### src/rtl/fft_pkg.sv
// -----------------------------------------------------------------------------
// fft_pkg
// Shared types, default sizes and helper functions for the radix-2 DIT FFT
// datapath blocks.
//   twiddle_state_t : state encoding of the twiddle sequencer
//   N, TW_MAX       : point count and full-scale twiddle magnitude for the
//                     default build (LOG2N = 5, COEF_W = 16)
//   fft_points()    : 2**log2n, for parameterised modules
//   tw_max()        : 2**(coef_w-1)-1, for parameterised modules
//   tw_index()      : twiddle index k for stage s, butterfly b
// -----------------------------------------------------------------------------
package fft_pkg;

    typedef enum logic [1:0] {
        IDLE = 2'd0,
        RUN  = 2'd1,
        DONE = 2'd2
    } twiddle_state_t;

    localparam int unsigned DEF_LOG2N  = 5;
    localparam int unsigned DEF_COEF_W = 16;

    localparam int unsigned N      = 2 ** DEF_LOG2N;
    localparam int unsigned TW_MAX = 2 ** (DEF_COEF_W - 1) - 1;

    function automatic int unsigned fft_points(int unsigned log2n);
        return 32'd1 << log2n;
    endfunction

    function automatic int unsigned tw_max(int unsigned coef_w);
        return (32'd1 << (coef_w - 32'd1)) - 32'd1;
    endfunction

    // k = (b mod 2^s) << (log2n-1-s); always below N/2 for legal s.
    function automatic int unsigned tw_index(int unsigned s, int unsigned b,
                                             int unsigned log2n);
        int unsigned mask;
        mask = (32'd1 << s) - 32'd1;
        return (b & mask) << (log2n - 32'd1 - s);
    endfunction

endpackage

### src/rtl/twiddle_rom.sv
// -----------------------------------------------------------------------------
// twiddle_rom
// Quarter-to-half-circle twiddle table with N/2 entries, combinational read.
//   C[k] = round(cos(2*pi*k/N) * TW_MAX)
//   S[k] = round(sin(2*pi*k/N) * TW_MAX)   (S[k] >= 0 for 0 <= k < N/2)
// The table is computed at elaboration by a constant function; the caller
// registers the read data.
// Ports:
//   k_i   : table address k (LOG2N-1 bits)
//   cos_o : C[k], signed COEF_W
//   sin_o : S[k], signed COEF_W
// -----------------------------------------------------------------------------
module twiddle_rom
    import fft_pkg::*;
#(
    parameter int unsigned LOG2N  = DEF_LOG2N,
    parameter int unsigned COEF_W = DEF_COEF_W
) (
    input  logic        [LOG2N-2:0]  k_i,
    output logic signed [COEF_W-1:0] cos_o,
    output logic signed [COEF_W-1:0] sin_o
);

    localparam int unsigned NPTS = fft_points(LOG2N);
    localparam int unsigned HALF = NPTS / 2;
    localparam int unsigned MAG  = tw_max(COEF_W);

    // Round half away from zero, then scale to the coefficient width.
    function automatic logic signed [COEF_W-1:0] rom_val(int unsigned k, bit want_sin);
        real theta;
        real v;
        int  r;
        theta = 2.0 * 3.14159265358979323846 * $itor(k) / $itor(NPTS);
        if (want_sin) begin
            v = $sin(theta) * $itor(MAG);
        end else begin
            v = $cos(theta) * $itor(MAG);
        end
        if (v >= 0.0) begin
            r = $rtoi(v + 0.5);
        end else begin
            r = -$rtoi(0.5 - v);
        end
        return COEF_W'(r);
    endfunction

    logic signed [COEF_W-1:0] cos_tab [HALF];
    logic signed [COEF_W-1:0] sin_tab [HALF];

    for (genvar g = 0; g < HALF; g++) begin : g_rom
        localparam logic signed [COEF_W-1:0] CV = rom_val(g, 1'b0);
        localparam logic signed [COEF_W-1:0] SV = rom_val(g, 1'b1);
        assign cos_tab[g] = CV;
        assign sin_tab[g] = SV;
    end

    assign cos_o = cos_tab[k_i];
    assign sin_o = sin_tab[k_i];

endmodule

### src/rtl/twiddle_gen.sv
// -----------------------------------------------------------------------------
// twiddle_gen
// Twiddle-factor sequencer for an N-point radix-2 DIT FFT. A start pulse walks
// every stage s and butterfly b, emitting W = C[k] -/+ j*S[k] per butterfly on
// a valid/ready stream (forward uses -S, inverse conjugates to +S).
// Ports:
//   clk           : clock, rising edge
//   reset         : synchronous, active-low reset
//   e_start       : start pulse, honoured only in IDLE
//   inv           : 0 forward / 1 inverse, sampled with e_start
//   out_valid     : twiddle word valid
//   out_ready     : consumer accepts the word
//   tw_re, tw_im  : real / imaginary part of W
//   tw_idx        : twiddle index k
//   stage, bfly   : stage s and butterfly b of the presented word
//   last_in_stage : word is the last butterfly of its stage
//   busy          : sequencer running
//   done          : one-cycle pulse after the final word
// All outputs are registered and coherent with out_valid.
// -----------------------------------------------------------------------------
module twiddle_gen
    import fft_pkg::*;
#(
    parameter int unsigned LOG2N  = DEF_LOG2N,
    parameter int unsigned COEF_W = DEF_COEF_W
) (
    input  logic                       clk,
    input  logic                       reset,
    input  logic                       e_start,
    input  logic                       inv,
    output logic                       out_valid,
    input  logic                       out_ready,
    output logic signed [COEF_W-1:0]   tw_re,
    output logic signed [COEF_W-1:0]   tw_im,
    output logic [LOG2N-2:0]           tw_idx,
    output logic [$clog2(LOG2N)-1:0]   stage,
    output logic [LOG2N-2:0]           bfly,
    output logic                       last_in_stage,
    output logic                       busy,
    output logic                       done
);

    localparam int unsigned HALF = fft_points(LOG2N) / 2;
    localparam int unsigned KW   = LOG2N - 1;
    localparam int unsigned SW   = $clog2(LOG2N);

    if (LOG2N < 3 || LOG2N > 12) begin : g_bad_log2n
        $error("twiddle_gen: LOG2N must be in 3..12");
    end

    twiddle_state_t           state_q;
    logic                     inv_q;
    logic [SW-1:0]            s_q;
    logic [KW-1:0]            b_q;
    logic                     out_valid_q;
    logic signed [COEF_W-1:0] tw_re_q;
    logic signed [COEF_W-1:0] tw_im_q;
    logic [KW-1:0]            tw_idx_q;
    logic                     last_q;
    logic                     busy_q;
    logic                     done_q;

    logic [SW-1:0]            s_d;
    logic [KW-1:0]            b_d;
    logic [KW-1:0]            k_d;
    logic signed [COEF_W-1:0] rom_cos;
    logic signed [COEF_W-1:0] rom_sin;
    logic signed [COEF_W-1:0] im_d;
    logic                     inv_sel;
    logic                     xfer;
    logic                     final_word;
    logic                     load;

    // Next word is looked up from the counters it will carry, so the ROM read
    // lands in the output register in the same edge as the counter update.
    always_comb begin
        xfer       = out_valid_q && out_ready;
        final_word = (s_q == SW'(LOG2N - 1)) && (b_q == KW'(HALF - 1));
        load       = 1'b0;
        s_d        = s_q;
        b_d        = b_q;

        if (state_q == IDLE) begin
            s_d  = '0;
            b_d  = '0;
            load = e_start;
        end else if (state_q == RUN && xfer && !final_word) begin
            load = 1'b1;
            if (b_q == KW'(HALF - 1)) begin
                b_d = '0;
                s_d = s_q + SW'(1);
            end else begin
                b_d = b_q + KW'(1);
            end
        end

        k_d = KW'(tw_index(32'(s_d), 32'(b_d), LOG2N));

        // On the start edge inv_q has not been captured yet.
        inv_sel = (state_q == IDLE) ? inv : inv_q;
        im_d    = inv_sel ? rom_sin : -rom_sin;
    end

    twiddle_rom #(
        .LOG2N  (LOG2N),
        .COEF_W (COEF_W)
    ) u_rom (
        .k_i   (k_d),
        .cos_o (rom_cos),
        .sin_o (rom_sin)
    );

    always_ff @(posedge clk) begin
        if (!reset) begin
            state_q     <= IDLE;
            inv_q       <= 1'b0;
            s_q         <= '0;
            b_q         <= '0;
            out_valid_q <= 1'b0;
            tw_re_q     <= '0;
            tw_im_q     <= '0;
            tw_idx_q    <= '0;
            last_q      <= 1'b0;
            busy_q      <= 1'b0;
            done_q      <= 1'b0;
        end else begin
            done_q <= 1'b0;
            unique case (state_q)
                IDLE: begin
                    if (e_start) begin
                        state_q <= RUN;
                        inv_q   <= inv;
                        busy_q  <= 1'b1;
                    end
                end
                RUN: begin
                    if (xfer && final_word) begin
                        state_q     <= DONE;
                        out_valid_q <= 1'b0;
                        last_q      <= 1'b0;
                    end
                end
                DONE: begin
                    state_q <= IDLE;
                    busy_q  <= 1'b0;
                    done_q  <= 1'b1;
                end
                default: state_q <= IDLE;
            endcase

            if (load) begin
                out_valid_q <= 1'b1;
                s_q         <= s_d;
                b_q         <= b_d;
                tw_idx_q    <= k_d;
                tw_re_q     <= rom_cos;
                tw_im_q     <= im_d;
                last_q      <= (b_d == KW'(HALF - 1));
            end
        end
    end

    assign out_valid     = out_valid_q;
    assign tw_re         = tw_re_q;
    assign tw_im         = tw_im_q;
    assign tw_idx        = tw_idx_q;
    assign stage         = s_q;
    assign bfly          = b_q;
    assign last_in_stage = last_q;
    assign busy          = busy_q;
    assign done          = done_q;

endmodule

### config.mk
export PLATFORM = sky130hd
export DESIGN_NAME = twiddle_gen
export DESIGN_NICKNAME = d
export VERILOG_FILES = /design/src/rtl/fft_pkg.sv /design/src/rtl/twiddle_rom.sv /design/src/rtl/twiddle_gen.sv
export SDC_FILE = /design/constraint.sdc
export NUM_CORES = 1
export LEC_CHECK = 0
export ABC_AREA = 1
export BUFFER_PORTS_ARGS = -buffer_cell sky130_fd_sc_hd__buf_4
export CORE_MARGIN = 2
export CORE_UTILIZATION = 43
export CTS_CLUSTER_DIAMETER = 60
export CTS_CLUSTER_SIZE = 25
export DETAILED_ROUTE_END_ITERATION = 6
export PLACE_DENSITY = 0.67
export SYNTH_ARGS = -nofsm -noshare
export SYNTH_HDL_FRONTEND = slang
export SYNTH_SLANG_ARGS = --single-unit
### constraint.sdc
create_clock -name clk -period 3.55 [get_ports clk]
set_input_delay 0.1775 -clock clk [delete_from_list [all_inputs] [get_ports clk]]
set_output_delay 0.1775 -clock clk [all_outputs]
set_load 0.02 [all_outputs]
==> impl_metrics.toml, run 1 <==
[timing]
setup_total_negative_slack_ns = 0
maxSlewViolCount = 0
timing.max_slew.rel_slack_pct = 60.9
final-setup-viol-count = 0
hold_violations = 0
finalHoldWorstSlack_ns = 0.141
timing.final.crit_share_pct = 99.0
final.setup_skew_ns = 0.00892
period_minus_slack_ns = 3.51
worstMarginPinSlew_ns = 0.584
max_freq_ghz = 0.285
final_critical_path_setup_slack_ns = 0.0356

[critical_path]
worstReg2RegStart = "bfly[0]"
cp_data_arrival_time_ns = 3.74
r2r_setup_slk_ns = 0.04
setup.worst_path.class = "reg2reg"
endpoint_kind = "flip-flop"
timing.reg2reg.worst_path_depth = 24
required_ns = 3.78
crit_path_max_fo = 7
regToRegEndpoint = "tw_im[6]"
crit_path_start_kind = "flip-flop"

[route]
dr.pass1.iters = 7
vias_per_cell = 5.46
remaining_drc_errors = 0
dr_total_vias = 4197
antenna_left = 0
routed_wire_length_per_instance_um = 15.8
detailedRoute.firstIterationViolations = 259
route.final.wire_length_um = 12200

[hold_path]
hold_path_startpoint = "inv"
worstHoldEndpoint = "inv_q"
hold_class = "in2reg"
holdPathStages = 3

[clock_network]
ctsRootBufferMaster = "sky130_fd_sc_hd__clkbuf_8"
cts_num_sinks = 50
tritoncts_clock_tree = "built"
cts_buffers = 5
cts.clk_slew.worst_paths_ns = 0.10
clkLatencyLatePin_ns = 0.31
clock_path_buffers = 2
cts-htree-levels = 2

[power]
design_power_total_mw = 1.48
power.density_cell_area_nw_per_um2 = 278
vdd_ir_drop_max_mv = 0.170
p_leak_nw = 2.62

[logic_synthesis]
synth_cells = 531
dominant_combinational_cell_family_by_area_after_synthesis = "simple AND/OR/NAND/NOR gates"
cell_taking_the_most_area_after_synthesis = "sky130_fd_sc_hd__dfxtp_1"
synth_compound_area_share_pct = 18.0
ys_seq_area_share_pct = 29.0
mappedNetlistArea_sq_um = 3450
yosys-top-cells-area = "sky130_fd_sc_hd__dfxtp_1, sky130_fd_sc_hd__nand2_1, sky130_fd_sc_hd__nand3_1, sky130_fd_sc_hd__inv_1, sky130_fd_sc_hd__ha_1"
yosys.area_share.simple_pct = 36.9
mux_contribution_to_synthesized_area_pct = 0
synth_nets = 552
synth_warnings = 0
post_synth_xor_xnor_area_pct = 0.762
synth_top_cell_area_share_pct = 29.0
synth_fa_ha_area_share_pct = 5.81
yosysUniqueCellTypes = 44
synth-seq-cells = 50
syn_avg_cell_area_sq_um = 6.49

[status]
run_status = "finished clean"

[final_layout]
final-instance-count-excl-fill = 769
area_growth_synth_to_finish_pct = 53.9
seq_cell_area_sq_um = 1010
multi_input_comb_area_sq_um = 2650
num-nets-final = 687
fillCellCount = 677
post_route_cells_drive_above_1_share_pct = 43.6
num_antenna_cells = 0

[job]
max_cap_violations = 0

[global_routing]
grt_max_degree = 41
groute.usage.overall_pct = 24.6
gr-total-overflow = 0
first_global_vias = 3735
initial_antenna_violation_count = 0
grt_pass1_wl_um = 17600

[floorplanning]
io_pins = 52
floorplan.core_area_sq_um = 7770
start_util_pct = 44.4
fp.dieH_um = 93.6
die_w_um = 93.6
std_cell_rows = 32
design.die.area_sq_um = 8750

[place]
globalplace.congestion = 0.910
dp_cells = 728
place.detailed.hpwl_um = 7940
io_buffers = 51
dpl_worst_slack_ns = -0.105
-- layout make-up --
class	count	share of cell area (%)
Tap cell	102	2.41
Sequential cell	50	19.0
Clock buffer	6	1.56
Clock inverter	2	0.236
Timing Repair Buffer	146	22.3
Inverter	64	4.62
Multi-Input combinational cell	399	49.9
-- report_power, final --
part           leakage [nW]  switching (mW)  total (mW)  internal (mW)
clock network        0.0472           0.211       0.368          0.157
registers             0.414          0.0238       0.628          0.604
logic                  2.16           0.286       0.482          0.195
total                  2.62           0.521        1.48          0.957
-- synth_stat cells --
library cell	n
sky130_fd_sc_hd__o221a_2	1
sky130_fd_sc_hd__nor2_1	32
sky130_fd_sc_hd__o21ai_2	2
sky130_fd_sc_hd__nand4_1	7
sky130_fd_sc_hd__a21o_1	1
sky130_fd_sc_hd__nand2_1	143
sky130_fd_sc_hd__a221o_1	1
sky130_fd_sc_hd__inv_2	4
sky130_fd_sc_hd__nor2_4	1
sky130_fd_sc_hd__inv_1	59
sky130_fd_sc_hd__nand2_4	3
sky130_fd_sc_hd__a21oi_2	2
sky130_fd_sc_hd__clkbuf_1	13
sky130_fd_sc_hd__nand3_1	65
sky130_fd_sc_hd__ha_1	16
sky130_fd_sc_hd__o221ai_1	1
sky130_fd_sc_hd__a21oi_4	1
sky130_fd_sc_hd__xor2_1	1
sky130_fd_sc_hd__o21ai_1	2
sky130_fd_sc_hd__xnor2_1	2
sky130_fd_sc_hd__a211oi_1	4
sky130_fd_sc_hd__o21bai_1	4
sky130_fd_sc_hd__a31o_2	1
sky130_fd_sc_hd__nor3_1	2
sky130_fd_sc_hd__buf_6	1
sky130_fd_sc_hd__or2_1	1
sky130_fd_sc_hd__clkinv_1	1
sky130_fd_sc_hd__o311ai_0	1
sky130_fd_sc_hd__dfxtp_1	50
sky130_fd_sc_hd__buf_2	3
sky130_fd_sc_hd__a21boi_1	1
sky130_fd_sc_hd__a32o_1	1
sky130_fd_sc_hd__buf_4	2
sky130_fd_sc_hd__a22oi_1	1
sky130_fd_sc_hd__o2bb2ai_1	1
sky130_fd_sc_hd__a31oi_1	5
sky130_fd_sc_hd__o21ai_0	33
sky130_fd_sc_hd__or2_2	2
sky130_fd_sc_hd__nor2_2	5
sky130_fd_sc_hd__o211ai_1	9
sky130_fd_sc_hd__nand3_2	5
sky130_fd_sc_hd__nand4_4	1
sky130_fd_sc_hd__a21oi_1	29
sky130_fd_sc_hd__nand2_2	11
-- placed cells by master (no fill, tap or decap), types with 2 or more instances in the layout --
cell,netlist,routed
sky130_fd_sc_hd__ha_4,0,7
sky130_fd_sc_hd__a31oi_1,5,5
sky130_fd_sc_hd__nor2_2,5,5
sky130_fd_sc_hd__o21bai_1,4,4
sky130_fd_sc_hd__o211ai_1,9,9
sky130_fd_sc_hd__xnor2_1,2,2
sky130_fd_sc_hd__nand4_1,7,7
sky130_fd_sc_hd__inv_4,0,2
sky130_fd_sc_hd__nand2_1,143,108
sky130_fd_sc_hd__o21ai_1,2,3
sky130_fd_sc_hd__nand2_2,11,40
sky130_fd_sc_hd__inv_1,59,50
sky130_fd_sc_hd__o21ai_2,2,4
sky130_fd_sc_hd__o21ai_0,33,30
sky130_fd_sc_hd__buf_6,1,7
sky130_fd_sc_hd__a21oi_2,2,2
sky130_fd_sc_hd__ha_2,0,4
sky130_fd_sc_hd__nand2_4,3,9
sky130_fd_sc_hd__dfxtp_2,0,4
sky130_fd_sc_hd__nor2_1,32,23
sky130_fd_sc_hd__buf_12,0,3
sky130_fd_sc_hd__nor2_4,1,10
sky130_fd_sc_hd__a21oi_4,1,2
sky130_fd_sc_hd__nand3_4,0,9
sky130_fd_sc_hd__or2_2,2,2
sky130_fd_sc_hd__a21oi_1,29,28
sky130_fd_sc_hd__buf_4,2,134
sky130_fd_sc_hd__clkbuf_8,0,6
sky130_fd_sc_hd__nand3_1,65,41
sky130_fd_sc_hd__a211oi_1,4,4
sky130_fd_sc_hd__nor3_1,2,2
sky130_fd_sc_hd__nand3_2,5,20
sky130_fd_sc_hd__inv_2,4,11
sky130_fd_sc_hd__ha_1,16,5
sky130_fd_sc_hd__dfxtp_1,50,46
-- registers in the layout (all words and copies together), names as in the netlist --
signal and count:
inv_q 1, busy 1, done 1, tw_re 16, stage 3, tw_im 16, state_q 2, tw_idx 4
last_in_stage 1, out_valid 1, bfly 4
-- through the flow --
| stage | utilization (%) | instance area (sq um) |
|---|---|---|
| global route | 68.3 | 5310 |
| finish | 68.3 | 5310 |
| global placement | 56.4 | 4380 |
| CTS | 58.0 | 4500 |
| detailed placement | 56.4 | 4380 |
| floorplan | - | 3460 |
-- per-layer routing --
| layer | wire, um | GRT usage [%] | part of all wire [%] | up-vias |
|---|---|---|---|---|
| met5 | 0 | 0 | 0 | - |
| met4 | 175 | 5.31 | 1.4 | 0 |
| met3 | 736 | 2.90 | 6.1 | 17 |
| met2 | 5780 | 39.8 | 47 | 165 |
| met1 | 5480 | 35.3 | 45 | 1994 |
| li1 | - | - | - | 2021 |
-- kinds of logic after synthesis --
| logic type | count (synthesis) |
|---|---|
| simple gates | 278 |
| compound gates | 101 |
| buf+inv | 83 |
| flops | 50 |
| fa+ha+maj | 16 |
| xor+xnor | 3 |
-- worst max-delay path, cell delays in order (launching register included) --
cell	delay, ns
sky130_fd_sc_hd__dfxtp_2	0.37
sky130_fd_sc_hd__ha_4	0.13
sky130_fd_sc_hd__inv_1	0.05
sky130_fd_sc_hd__nor2_4	0.14
sky130_fd_sc_hd__nand3_2	0.13
sky130_fd_sc_hd__nand2_1	0.11
sky130_fd_sc_hd__nand3_2	0.11
sky130_fd_sc_hd__ha_4	0.19
sky130_fd_sc_hd__ha_4	0.26
sky130_fd_sc_hd__nand2_1	0.09
sky130_fd_sc_hd__inv_1	0.14
sky130_fd_sc_hd__buf_4	0.16
sky130_fd_sc_hd__nand3_4	0.13
sky130_fd_sc_hd__ha_4	0.30
sky130_fd_sc_hd__nand2_4	0.11
sky130_fd_sc_hd__nand3_2	0.09
sky130_fd_sc_hd__nand2_2	0.12
sky130_fd_sc_hd__ha_4	0.15
sky130_fd_sc_hd__nand4_1	0.13
sky130_fd_sc_hd__nor2_2	0.17
sky130_fd_sc_hd__nor2_1	0.08
sky130_fd_sc_hd__nand2_1	0.07
sky130_fd_sc_hd__nand3_1	0.07
sky130_fd_sc_hd__nand3_1	0.08
sky130_fd_sc_hd__inv_1	0.04
-- timing repair --
action	CTS	global route
hold buffers	0	0
endpoints found under the setup margin	12	18
resized for setup	10	129
pin swaps	2	48
setup buffers	0	31
gates cloned	0	2
-- worst max-delay path by stage --
stage	from	end	slack (ns)	depth (start not counted)
CTS	bfly[0]	tw_im[11]	0.01	25
global placement	bfly[0]	tw_im[13]	0.02	23
global route	bfly[0]	tw_im[6]	-0.11	24
floorplan	bfly[0]	tw_im[6]	0.02	26
finish	bfly[0]	tw_im[6]	0.04	24
detailed placement	bfly[0]	tw_im[15]	-0.11	21
Power figures use the tool's default switching activity.
==> run 2: changes to the inputs <==
CELL_PAD_IN_SITES_DETAIL_PLACEMENT = 1   (was not set)
CELL_PAD_IN_SITES_GLOBAL_PLACEMENT = 1   (was not set)
CORE_UTILIZATION = 36   (was 43)
PLACE_DENSITY = 0.78   (was 0.67)
==> run 2 against run 1 <==
- the flow now finishes with violations (setup timing)
- combinational power grew 12%
- setup slack lost 0.31 ns
- sequential share of layout area shrank 0.71 points
- critical endpoint unchanged
- highest routed layer unchanged
==> impl_metrics.toml, run 2 (same netlist as run 1, synthesis figures left out) <==
[final_layout]
mostFrequentLayoutCells = "sky130_fd_sc_hd__buf_4, sky130_fd_sc_hd__nand2_1, sky130_fd_sc_hd__dfxtp_1"
seq_cell_area_sq_um = 1010
multi_input_comb_area_sq_um = 2680
fin_area_sq_um = 5530
area_growth_synth_to_finish_pct = 60.3
num_antenna_cells = 0
num-nets-final = 704
post_route_cells_drive_above_1_share_pct = 45.6
layout_commonest_cell = "sky130_fd_sc_hd__buf_4"
fillCellCount = 1194

[critical_path]
regToRegEndpoint = "tw_im[6]"
worst-path-buf-inv = 5
timing.reg2reg.worst_path_depth = 27
endpoint_kind = "flip-flop"
slowest_delay_ns = 0.38
crit_path_max_fo = 6
worstReg2RegStart = "stage[1]"
r2r_setup_slk_ns = -0.28
critPathMostFrequentCell = "sky130_fd_sc_hd__ha_4"
critical-path-top-delay-family = "simple AND/OR/NAND/NOR gates"
setup.worst_path.class = "reg2reg"
cp_data_arrival_time_ns = 4.04
crit_path_start_kind = "flip-flop"
worst_path_max_delay_cell = "sky130_fd_sc_hd__dfxtp_4"
required_ns = 3.77

[floorplanning]
start_util_pct = 37.1
floorplan.core_area_sq_um = 9280
die_w_um = 102
io_pins = 52
fp.dieH_um = 102
std_cell_rows = 35
design.die.area_sq_um = 10400

[power]
p_leak_nw = 2.69
vdd_ir_drop_max_mv = 0.170
power.density_cell_area_nw_per_um2 = 288

[timing]
finalHoldWorstSlack_ns = 0.150
max_freq_ghz = 0.261
final.setup_skew_ns = 0.0103
period_minus_slack_ns = 3.83
hold_violations = 0
worstMarginPinSlew_ns = 0.607
maxSlewViolCount = 0
final-setup-viol-count = 13
timing.final.crit_share_pct = 108
grt_setup_unrepaired = "true"
timing.max_slew.rel_slack_pct = 59.5
final_critical_path_setup_slack_ns = -0.279

[route]
dr.pass1.iters = 5
dr_total_vias = 4657
route.final.wire_length_um = 17800
antenna_left = 0
remaining_drc_errors = 0
vias_per_cell = 5.73
detailedRoute.firstIterationViolations = 325
routed_wire_length_per_instance_um = 21.8

[hold_path]
hold_path_startpoint = "inv"
holdPathStages = 3
hold_class = "in2reg"
worstHoldEndpoint = "inv_q"

[global_routing]
grt_pass1_wl_um = 22300
initial_antenna_violation_count = 0
gr-total-overflow = 0
groute.usage.overall_pct = 27.1
grt_max_degree = 45
first_global_vias = 4446

[clock_network]
ctsRootBufferMaster = "sky130_fd_sc_hd__clkbuf_8"
clock_path_buffers = 2
cts-htree-levels = 2
cts.clk_slew.worst_paths_ns = 0.10
cts_buffers = 5
cts_hold_buffers = 0
clkLatencyLatePin_ns = 0.32
cts_num_sinks = 50
tritoncts_clock_tree = "built"

[place]
detailed_place.area_sq_um = 4560
place.detailed.hpwl_um = 10100
globalplace.congestion = 0.989
io_buffers = 51

[status]
run_status = "complete, but fails checks"
failed_checks = "setup timing"

[job]
max_cap_violations = 0
-- run 2: changes by cell type in the layout (fill, tap and decap cells not counted), moves of 2 or more --
cell,before,now
sky130_fd_sc_hd__inv_4,2,5
sky130_fd_sc_hd__nor2_1,23,21
sky130_fd_sc_hd__nand2_1,108,110
sky130_fd_sc_hd__ha_1,5,2
sky130_fd_sc_hd__ha_4,7,10
sky130_fd_sc_hd__nor2_2,5,7
sky130_fd_sc_hd__clkbuf_1,0,2
sky130_fd_sc_hd__nand2_2,40,35
sky130_fd_sc_hd__inv_1,50,45
sky130_fd_sc_hd__buf_4,134,150
sky130_fd_sc_hd__nand2_4,9,12
-- run 2: worst max-delay path by stage --
stage,from,endpoint,cells after the start
after global routing,stage[0],tw_im[14],25
after floorplan,bfly[0],tw_im[6],26
final,stage[1],tw_im[6],27
after global placement,bfly[0],tw_im[7],24
after detailed placement,state_q[1],tw_im[5],23
after CTS,bfly[0],tw_im[6],27
-- run 2: final cells by class --
class	count	share of cell area (%)
Clock inverter	1	0.543
Timing Repair Buffer	163	23.7
Multi-Input combinational cell	399	48.5
Inverter	64	4.64
Sequential cell	50	18.2
Clock buffer	7	1.38
Tap cell	129	2.92
-- run 2: report_power, final --
| part | total, mW | switching [mW] | internal, mW |
|---|---|---|---|
| clock network | 0.420 | 0.208 | 0.212 |
| logic | 0.538 | 0.328 | 0.210 |
| registers | 0.631 | 0.0269 | 0.604 |
| total | 1.59 | 0.563 | 1.03 |
-- run 2: stage by stage --
stage	total power [mW]	setup TNS (ns)	util, %	worst slack (ns)	instances
4_1_cts	1.50	-0.0121	52.2	-0.0121	790
2_1_floorplan	0.884	0	-	0.0223	531
3_5_place_dp	1.06	-2.49	49.1	-0.251	774
3_3_place_gp	1.05	-0.101	49.1	-0.0439	774
5_1_grt	1.65	-3.84	59.5	-0.354	813
6_report	1.59	-2.07	59.5	-0.279	813
-- run 2: metal layers --
| layer | wire length, um | GRT usage (%) |
|---|---|---|
| met1 | 7150 | 35.6 |
| met2 | 8510 | 47.0 |
| met3 | 1110 | 3.28 |
| met4 | 986 | 7.49 |
| met5 | 0 | 0 |
-- run 2: timing repair --
action | 4_1_cts | 5_1_grt
setup endpoints to repair | 16 | 24
cloned | 1 | 0
buffers inserted | 7 | 23
pin swaps | 9 | 51
endpoints found under the hold margin | 0 | 0
gates resized for setup | 25 | 133
-- run 2: tightest hold or removal path, delay by kind of cell --
kind	cells	cell delay [ns]
compound gates	1	0.07
buf+inv	2	0.18
